<file path="src/rtl/contador_regressivo.sv">
// Loadable down-counter/timer with one-shot and periodic modes.
// Flags the terminal count with a one-cycle pulse and a sticky expiry bit.
module contador_regressivo #(
  parameter int unsigned WIDTH           = 16,
  parameter int unsigned RECARGA_INICIAL = 0
) (
  input  logic             clock,
  input  logic             zera,
  input  logic             carrega,
  input  logic [WIDTH-1:0] valor,
  input  logic             inicia,
  input  logic             pausa,
  input  logic             conta,
  input  logic             periodico,
  input  logic             limpa,
  output logic [WIDTH-1:0] contagem,
  output logic             fim,
  output logic             ativo,
  output logic             expirou
);

  typedef enum logic [1:0] {
    PARADO   = 2'd0,
    CONTANDO = 2'd1,
    PAUSADO  = 2'd2,
    ESGOTADO = 2'd3
  } estado_t;

  localparam logic [WIDTH-1:0] RECARGA_RST = WIDTH'(RECARGA_INICIAL);
  localparam logic [WIDTH-1:0] UM          = WIDTH'(1);

  estado_t          state, state_n;
  logic [WIDTH-1:0] recarga, recarga_n;
  logic [WIDTH-1:0] contagem_n;
  logic             fim_n;
  logic             expirou_n;
  logic             terminal;

  // State and registered outputs
  always_ff @(posedge clock) begin
    if (zera) begin
      state    <= PARADO;
      recarga  <= RECARGA_RST;
      contagem <= RECARGA_RST;
      fim      <= 1'b0;
      ativo    <= 1'b0;
      expirou  <= 1'b0;
    end else begin
      state    <= state_n;
      recarga  <= recarga_n;
      contagem <= contagem_n;
      fim      <= fim_n;
      ativo    <= (state_n == CONTANDO);
      expirou  <= expirou_n;
    end
  end

  // Next-state, count and flag logic; load beats start beats counting
  always_comb begin
    state_n    = state;
    recarga_n  = recarga;
    contagem_n = contagem;
    fim_n      = 1'b0;
    expirou_n  = expirou;
    terminal   = 1'b0;

    if (carrega) begin
      recarga_n  = valor;
      contagem_n = valor;
      state_n    = PARADO;
    end else if (inicia) begin
      if (state == CONTANDO) begin
        contagem_n = recarga;
      end else if (recarga != '0) begin
        state_n = CONTANDO;
        if (contagem == '0) begin
          contagem_n = recarga;
        end
      end
    end else begin
      unique case (state)
        CONTANDO: begin
          if (pausa) begin
            state_n = PAUSADO;
          end else if (conta && contagem != '0) begin
            if (contagem == UM) begin
              terminal = 1'b1;
              fim_n    = 1'b1;
              if (periodico) begin
                contagem_n = recarga;
              end else begin
                contagem_n = '0;
                state_n    = ESGOTADO;
              end
            end else begin
              contagem_n = contagem - UM;
            end
          end
        end
        PAUSADO: begin
          if (!pausa) begin
            state_n = CONTANDO;
          end
        end
        default: ;
      endcase
    end

    // Sticky expiry: a one-shot terminal tick sets it and outranks limpa
    if (carrega) begin
      expirou_n = 1'b0;
    end else if (terminal && !periodico) begin
      expirou_n = 1'b1;
    end else if (limpa) begin
      expirou_n = 1'b0;
    end
  end

endmodule

</file>
<file path="config.mk">
export PLATFORM = sky130hd
export DESIGN_NAME = contador_regressivo
export DESIGN_NICKNAME = d
export VERILOG_FILES = /design/src/rtl/contador_regressivo.sv
export SDC_FILE = /design/constraint.sdc
export NUM_CORES = 1
export LEC_CHECK = 0
export CORE_MARGIN = 8
export CORE_UTILIZATION = 60
export DETAILED_ROUTE_END_ITERATION = 6
export DONT_BUFFER_PORTS = 1
export PLACE_DENSITY = 0.76
export RECOVER_POWER = 25
export REMOVE_ABC_BUFFERS = 1
export SLEW_MARGIN = 20
export SYNTH_ARGS = -nofsm -noshare
export SYNTH_HDL_FRONTEND = slang
export SYNTH_SLANG_ARGS = --single-unit
</file>
<file path="constraint.sdc">
create_clock -name clock -period 2.61 [get_ports clock]
set_clock_uncertainty 0.05 [all_clocks]
set_input_delay 0.3915 -clock clock [delete_from_list [all_inputs] [get_ports clock]]
set_output_delay 0.3915 -clock clock [all_outputs]
set_load 0.005 [all_outputs]
</file>
* Yosys cells after proc, flatten, opt, wreduce, memory -nomap -nowiden
Cells that the tools add are included.
** Cells by class
- Add/subtract/negate cells :: 1
- Bitwise logic cells :: 0
- Shifts and indexed selects :: 0
- Muxes and demuxes :: 28
- Reduce and logical (&&, ||, !) cells :: 13
- Divide/modulo/power cells :: 0
- Equality and inequality tests :: 5
- Multiply operators :: 0
- Order comparisons :: 0
** Operators with widths (count)
- $mux 16 :: 10
- $reduce_bool 16->1 :: 2
- $mux 2 :: 9
- $eq 16x1->1 const B :: 1
- $logic_not 16->1 :: 1
- $sub 16x1->16 const B :: 1
- $reduce_bool 3->1 :: 4
- $mux 1 :: 8
- $reduce_and 5->1 :: 1
- $eq 2x1->1 const B :: 2
- $pmux 2 s2 :: 1
- $ne 3x3->1 const B :: 1
- $eq 2x2->1 const B :: 1
- $logic_and 1x1->1 :: 2
- $reduce_bool 2->1 :: 1
- $reduce_or 2->1 :: 1
- $logic_not 1->1 :: 1
** Storage, ports and cells
- Bits in writable memories :: 0
- Memories kept :: 0
- ROM bits :: 0
- Output and inout port bits :: 19
- Latch bits :: 0
- Register bits :: 37
- Logic and storage cells :: 53

* Longest topological paths before layout
Gate-level depths: netlist (run 1).
- Depth in word-level cells :: 9
- Depth in mapped cells :: 8
- Depth with buffers taken out :: 7

* Worst setup path after synthesis (run 1)
No wires, ideal clock.
- Path type :: register to register
- Start point :: reg contagem[0]
- End point :: reg contagem[0]
- Path slack :: 0.542 ns
- Cell stages (with the launch flop) :: 9
- Library setup time :: 0.089 ns
- Required time :: 2.471 ns
- Data arrival time :: 1.930 ns
- Cells stage by stage :: dfxtp_1 inv_1 ha_1 nor3b_1 nand4_4 a31o_4 or2_1 buf_6 o32ai_2
** Between the ends
- Longest elaborated chain between the ends :: 7
- Elaborated cells on any way between the ends :: 14
- Classes of those cells :: add/sub: 1; eq/ne: 1; mux: 6; reduce/logical: 6
** Ends and longest elaborated chain
- start: declaration :: RTL line 16 : output logic [WIDTH-1:0] contagem,
- start signal: assignment :: RTL line 51 : contagem <= contagem_n;
- $sub 16x1->16 / $eq 16x1->1 (equally long branches) :: RTL line 96, 86
- $mux 16 :: RTL line 86 : if (contagem == UM) begin
- $mux 16 :: RTL line 85 : end else if (conta && contagem != '0) begin
- $mux 16 :: RTL line 83 : if (pausa) begin
- $mux 16 :: RTL line 81 : unique case (state)
- $mux 16 :: RTL line 71 : end else if (inicia) begin
- $mux 16 :: RTL line 67 : if (carrega) begin
Parallel ways exist; a longest one is shown, timed or not. The select of a mux whose other input is x is not followed.
A chain may end at the register's enable or synchronous reset.

* Worst setup path after layout (run 1)
- Start point :: reg contagem[1]
- End point :: reg contagem[2]
The elaborated chain is that of the path after synthesis.

==> flow_summary.json, run 1 <==
{
  "status": "finished clean",
  "timing.setup.tns_ns": 0,
  "die_x_um": 78.06,
  "area_growth_pct": 5.848,
  "grtUsageTotal": 0.2045,
  "yosysWarnings": 0,
  "power_leakage_nw": 0.8838,
  "antenna_found_initial": 0,
  "cp.required_ns": 2.77,
  "clk_pin_slew_ns": 0.07,
  "tightestPinTransition_ns": 0.5267,
  "setup_viol": 0,
  "powerDensity_nw_per_um2": 584.5,
  "grt_max_degree": 44,
  "ys.flop_type": "dfxtp_1",
  "finalWirelength_um": 6172,
  "post-route-util": 0.6632,
  "die-area_um2": 6093,
  "synth_top_cells_by_count": "37 x dfxtp_1, 23 x nor2_1, 13 x mux2i_1, 13 x nor3_1, 12 x clkbuf_1",
  "min_to": "contagem[9]",
  "drive_above_1_share": 0.1502,
  "worstHoldPathCells": 1,
  "ios": 43,
  "ant_nets": 0,
  "clock_sinks": 37,
  "place_congestion": 0.9516,
  "insertedDiodeCount": 0,
  "worstSetupPathType": "reg -> reg",
  "hold_viol_final": 0,
  "hold_class": "in -> reg",
  "synth_cell_types": 55,
  "post_cts_buffers": 0,
  "grt_first_pass_wirelength_um": 10120,
  "rsz0062_at_grt": "no",
  "avgSynthCellArea_um2": 9.170,
  "worst_slack_ns": 0.1823,
  "nets": 281,
  "core.rowCount": 22,
  "async_reset_ff_frac": 0,
  "maxSlewHeadroom": 0.6488,
  "arrival_ns": 2.59,
  "total_power_mw": 1.430,
  "dp_slack_ns": 0.09904,
  "synth_enable_flop_cells": 0,
  "grt_pass1_vias": 1994,
  "cts_tree": "built",
  "worst_ir_drop_vdd_uv": 312.2,
  "synthTopCellsByArea": "dfxtp_1 32%, mux2i_1 5.6%, nor2_1 3.7%",
  "fin_crit_ns": 2.428,
  "cts-root-buf": "clkbuf_8",
  "clock_latency_ns": 0.29,
  "synth_top_cell_by_area": "dfxtp_1",
  "cts_max_path_buffers": 2,
  "r2r-end": "contagem[2]",
  "coreArea_um2": 3689,
  "cp-start-kind": "flip-flop",
  "cp_max_fo": 18,
  "synth_area_um2": 2311,
  "yosys_register_bits": 37,
  "vias": 2016,
  "r2r_start": "contagem[1]",
  "grt.overflow.total": 0,
  "ctsResizeCount": 0,
  "die_h_um": 78.06,
  "port_buffers": 0,
  "timing.fmax_ghz": 0.4119,
  "ctsHtreeMaxLevel": 2,
  "synth_top_area_frac": 0.3205,
  "drt_first_pass_iters": 4,
  "cts_buffers": 5,
  "drtIter0Drc": 160,
  "viasPerCell": 6.698,
  "wl_per_cell_um": 20.50,
  "r2r_cells": 7,
  "start_util": 0.6265,
  "finalMaxSlewViolations": 0,
  "finalCritPeriodShare": 0.9301,
  "hold_start": "zera",
  "yosysMostFrequentCell": "dfxtp_1",
  "route.detailed.drc": 0,
  "r2r_slack_ns": 0.18,
  "holdBufCountCts": 0,
  "synthCells": 252,
  "hpwl_um": 4567,
  "critPathCaptureType": "flip-flop",
  "synth_seq_area_share": 0.3205,
  "drv_cap": 0
}
[layout make-up]
class / instances / area [um^2]
Inverter: 9 / 33.78
Timing Repair Buffer: 9 / 67.56
Tap cell: 48 / 60.06
Clock buffer: 8 / 80.08
Sequential cell: 37 / 740.7
Multi-Input combinational cell: 190 / 1464
Fill cell: 305 / 1242
[flip-flops by register name, indices dropped and copies added (netlist names)]
register and cells:
ativo 1, fim 1, contagem 16, recarga 16, expirou 1, state 2
[metal layers]
metal	share of wire	wire (um)	track usage	up-vias
met1	0.42	2585	0.2529	959
met5	0	0	0	-
li1	-	-	-	967
met2	0.46	2851	0.3057	77
met4	0.027	167	0.1148	0
met3	0.092	568	0.06720	13
[worst max-delay path, stage by stage, from the launching register on]
cell and delay [ns]:
dfxtp_1 0.35, inv_1 0.16, ha_1 0.20, nor3b_1 0.34, nand4_4 0.17, a31o_4 0.34
or2_2 0.45, a311oi_1 0.28
[logic make-up after synthesis]
group	synth area share
buffers and inverters	0.04710
adder cells (fa/ha/maj)	0.02707
AO/OA/AOI/OAI	0.2139
flip-flops	0.3205
XOR/XNOR	0.04548
AND/OR/NAND/NOR	0.2897
multiplexers	0.05631
[placed cells by master (no fill, tap or decap), types with 4 or more instances in the layout]
master    count
dfxtp_1      37
nor2_1       22
mux2i_1      13
nor3_1       13
nand2_1      10
a21oi_1      10
inv_1         9
xnor2_1       9
buf_4         9
a221oi_1      7
nor3b_1       6
nor2b_1       6
nand3_1       6
a222oi_1      6
a211oi_2      6
nand2b_1      5
nand4_1       5
o21ai_0       5
ha_1          5
clkbuf_8      5
o41ai_1       4
[per-stage QoR]
stage | instances | cell area (um^2) | hold slack, ns
2_1_floorplan | 236 | 2236 | 0.4010
3_3_place_gp | 293 | 2364 | 0.4121
3_5_place_dp | 293 | 2364 | 0.4145
4_1_cts | 301 | 2444 | 0.1017
5_1_grt | 301 | 2446 | 0.09378
6_report | 301 | 2446 | 0.1097
[how the worst max path moves through the flow]
| stage | startpoint | end | cells after the start |
|---|---|---|---|
| finish | contagem[1] | contagem[2] | 7 |
| global route | contagem[0] | contagem[2] | 7 |
| CTS | contagem[1] | contagem[8] | 7 |
| detailed placement | contagem[1] | contagem[8] | 7 |
| global placement | contagem[0] | contagem[15] | 7 |
| floorplan | contagem[0] | contagem[15] | 7 |
[power by group]
group | leakage (nW) | switching (mW) | internal, mW
Sequential | 0.305 | 0.0592 | 0.605
Combinational | 0.539 | 0.202 | 0.177
Clock | 0.0395 | 0.197 | 0.190
(Power assumes the default switching activity.)
==> run 2: changes to the inputs <==
==> constraint.sdc (replaced) <==
create_clock -name clock -period 2.55 [get_ports clock]
set_clock_uncertainty 0.05 [all_clocks]
set_input_delay 0.3825 -clock clock [delete_from_list [all_inputs] [get_ports clock]]
set_output_delay 0.3825 -clock clock [all_outputs]
set_load 0.005 [all_outputs]
==> run 2 against run 1 <==
Effect of this change:
- cell count is 1.0% higher
- combinational power is 6.6% higher
- utilization is 0.98 points higher
- via count is 0.45% higher
- non-clock buffer count is 4 higher
- largest cell class unchanged
- largest power group unchanged
- highest routed layer unchanged
==> flow_summary.json, run 2 (synthesis gave the netlist of run 1 again) <==
{
  "rsz0062_at_grt": "no",
  "fin_crit_ns": 2.411,
  "maxSlewHeadroom": 0.6599,
  "status": "finished clean",
  "cts-root-buf": "clkbuf_8",
  "worst_ir_drop_vdd_uv": 370.0,
  "power_leakage_nw": 0.9095,
  "place_congestion": 0.9550,
  "hpwl_um": 4534,
  "ctsHtreeMaxLevel": 2,
  "grt_first_pass_wirelength_um": 9949,
  "coreArea_um2": 3689,
  "cts_max_path_buffers": 2,
  "final_cell_mix": "37 x dfxtp_1, 22 x nor2_1, 13 x mux2i_1, 13 x nor3_1, 13 x buf_4",
  "ios": 43,
  "finalMaxSlewViolations": 0,
  "port_buffers": 0,
  "cp.required_ns": 2.71,
  "core.rowCount": 22,
  "tightestPinTransition_ns": 0.5036,
  "cp_slowest_cell": "or2_2",
  "timing.setup.tns_ns": 0,
  "clk_pin_slew_ns": 0.07,
  "grtUsageTotal": 0.2002,
  "setup_viol": 0,
  "hold_viol_final": 0,
  "viasPerCell": 6.661,
  "critPathCaptureType": "flip-flop",
  "worstSetupPathType": "reg -> reg",
  "clock_sinks": 37,
  "vias": 2025,
  "arrival_ns": 2.57,
  "finalWirelength_um": 6202,
  "die_x_um": 78.06,
  "cp_cell_sequence": "inv_1, ha_1, nor3b_1, nand4_4, a31o_4, or2_2, a311oi_1",
  "crit_family": "simple AND/OR/NAND/NOR gates",
  "grt_pass1_vias": 1907,
  "reg_top3": "contagem: 16 flops, recarga: 16 flops, state: 2 flops",
  "hold_class": "in -> reg",
  "cp-start-kind": "flip-flop",
  "grt.overflow.total": 0,
  "area_growth_pct": 7.417,
  "insertedDiodeCount": 0,
  "finalCritPeriodShare": 0.9457,
  "cp_max_fo": 18,
  "cts_buffers": 5,
  "ant_nets": 0,
  "mostFrequentLayoutCell": "dfxtp_1",
  "drive_above_1_share": 0.1680,
  "clock_latency_ns": 0.29,
  "cts_tree": "built",
  "timing.fmax_ghz": 0.4147,
  "route.detailed.drc": 0,
  "holdWs_ns": 0.09911,
  "die_h_um": 78.06,
  "cp.buffers_inverters": 1,
  "antenna_found_initial": 0,
  "nets": 285,
  "die-area_um2": 6093,
  "grt_max_degree": 44,
  "drv_cap": 0,
  "drt_first_pass_iters": 4,
  "wl_per_cell_um": 20.40,
  "powerDensity_nw_per_um2": 601.4,
  "start_util": 0.6265,
  "cpPeakStageDelay_ns": 0.46,
  "drtIter0Drc": 166
}
-- run 2: changes by cell type in the layout (fill, tap and decap cells not counted), sizes merged --
| cell | before | now |
|---|---|---|
| buf | 9 | 13 |
| clkbuf | 8 | 7 |
-- run 2: final timing paths --
check	from	to	slack (ns)	cells after the start
max reg2reg	contagem[1]	contagem[2]	0.14	7
min	zera	contagem[9]	0.1	1
max	contagem[1]	contagem[2]	0.14	7
min reg2reg	recarga[15]	recarga[15]	0.43	2
-- run 2: what timing repair did --
item / 4_1_cts / 5_1_grt
hold buffers: 0 / 0
endpoints found under the setup margin: 0 / 11
buffers inserted: 0 / 0
gates resized for setup: 0 / 2
-- run 2: metrics by stage --
stage               area [um^2]  std cells    util  power [mW]  worst slack (ns)
floorplan                  2236        236       -      0.9653            0.2037
global placement           2394        297  0.6489       1.077            0.1147
detailed placement         2394        297  0.6489       1.083           0.02858
CTS                        2480        304  0.6723       1.491           0.01089
global route               2482        304  0.6730       1.559           0.01703
finish                     2482        304  0.6730       1.493            0.1386
-- run 2: area by class of cell --
type                       instances  area, um^2
clock buffer                       7       86.33
fill                             313        1206
inverter                           9       33.78
multi-input combinational        190        1464
sequential                        37       740.7
tap                               48       60.06
timing repair buffer              13       97.59
-- run 2: worst reg2reg max path: cells and delay by family, from the launching register on --
family / cells / cell delay, ns
and+or+nand+nor: 3 / 0.96
AOI/OAI and AO/OA: 2 / 0.63
DFF: 1 / 0.36
adders and majority gates: 1 / 0.18
buffers and inverters: 1 / 0.14
-- run 2: report_power, final --
part           leakage (nW)  total [mW]  switching, mW  internal, mW
combinational         0.560       0.404          0.216         0.188
clock                0.0443       0.415          0.200         0.214
sequential            0.305       0.674         0.0547         0.619
total                 0.909        1.49          0.471          1.02
-- run 2: metal layers --
| layer | vias to the layer above | global-route usage | wire length, um |
|---|---|---|---|
| met2 | 68 | 0.3115 | 2874 |
| met1 | 976 | 0.2446 | 2716 |
| met5 | - | 0 | 0 |
| met4 | 0 | 0.09630 | 130 |
| met3 | 12 | 0.06378 | 481 |
| li1 | 969 | - | - |
==> run 3: changes to the inputs <==
--- a/config.mk
+++ b/config.mk
@@ -9,6 +9,7 @@
 export CORE_UTILIZATION = 60
 export DETAILED_ROUTE_END_ITERATION = 6
 export DONT_BUFFER_PORTS = 1
+export GPL_ROUTABILITY_DRIVEN = 0
 export PLACE_DENSITY = 0.76
 export RECOVER_POWER = 25
 export REMOVE_ABC_BUFFERS = 1
==> results of run 3 <==
Final layout, timing and power as in run 2 (identical DEF).
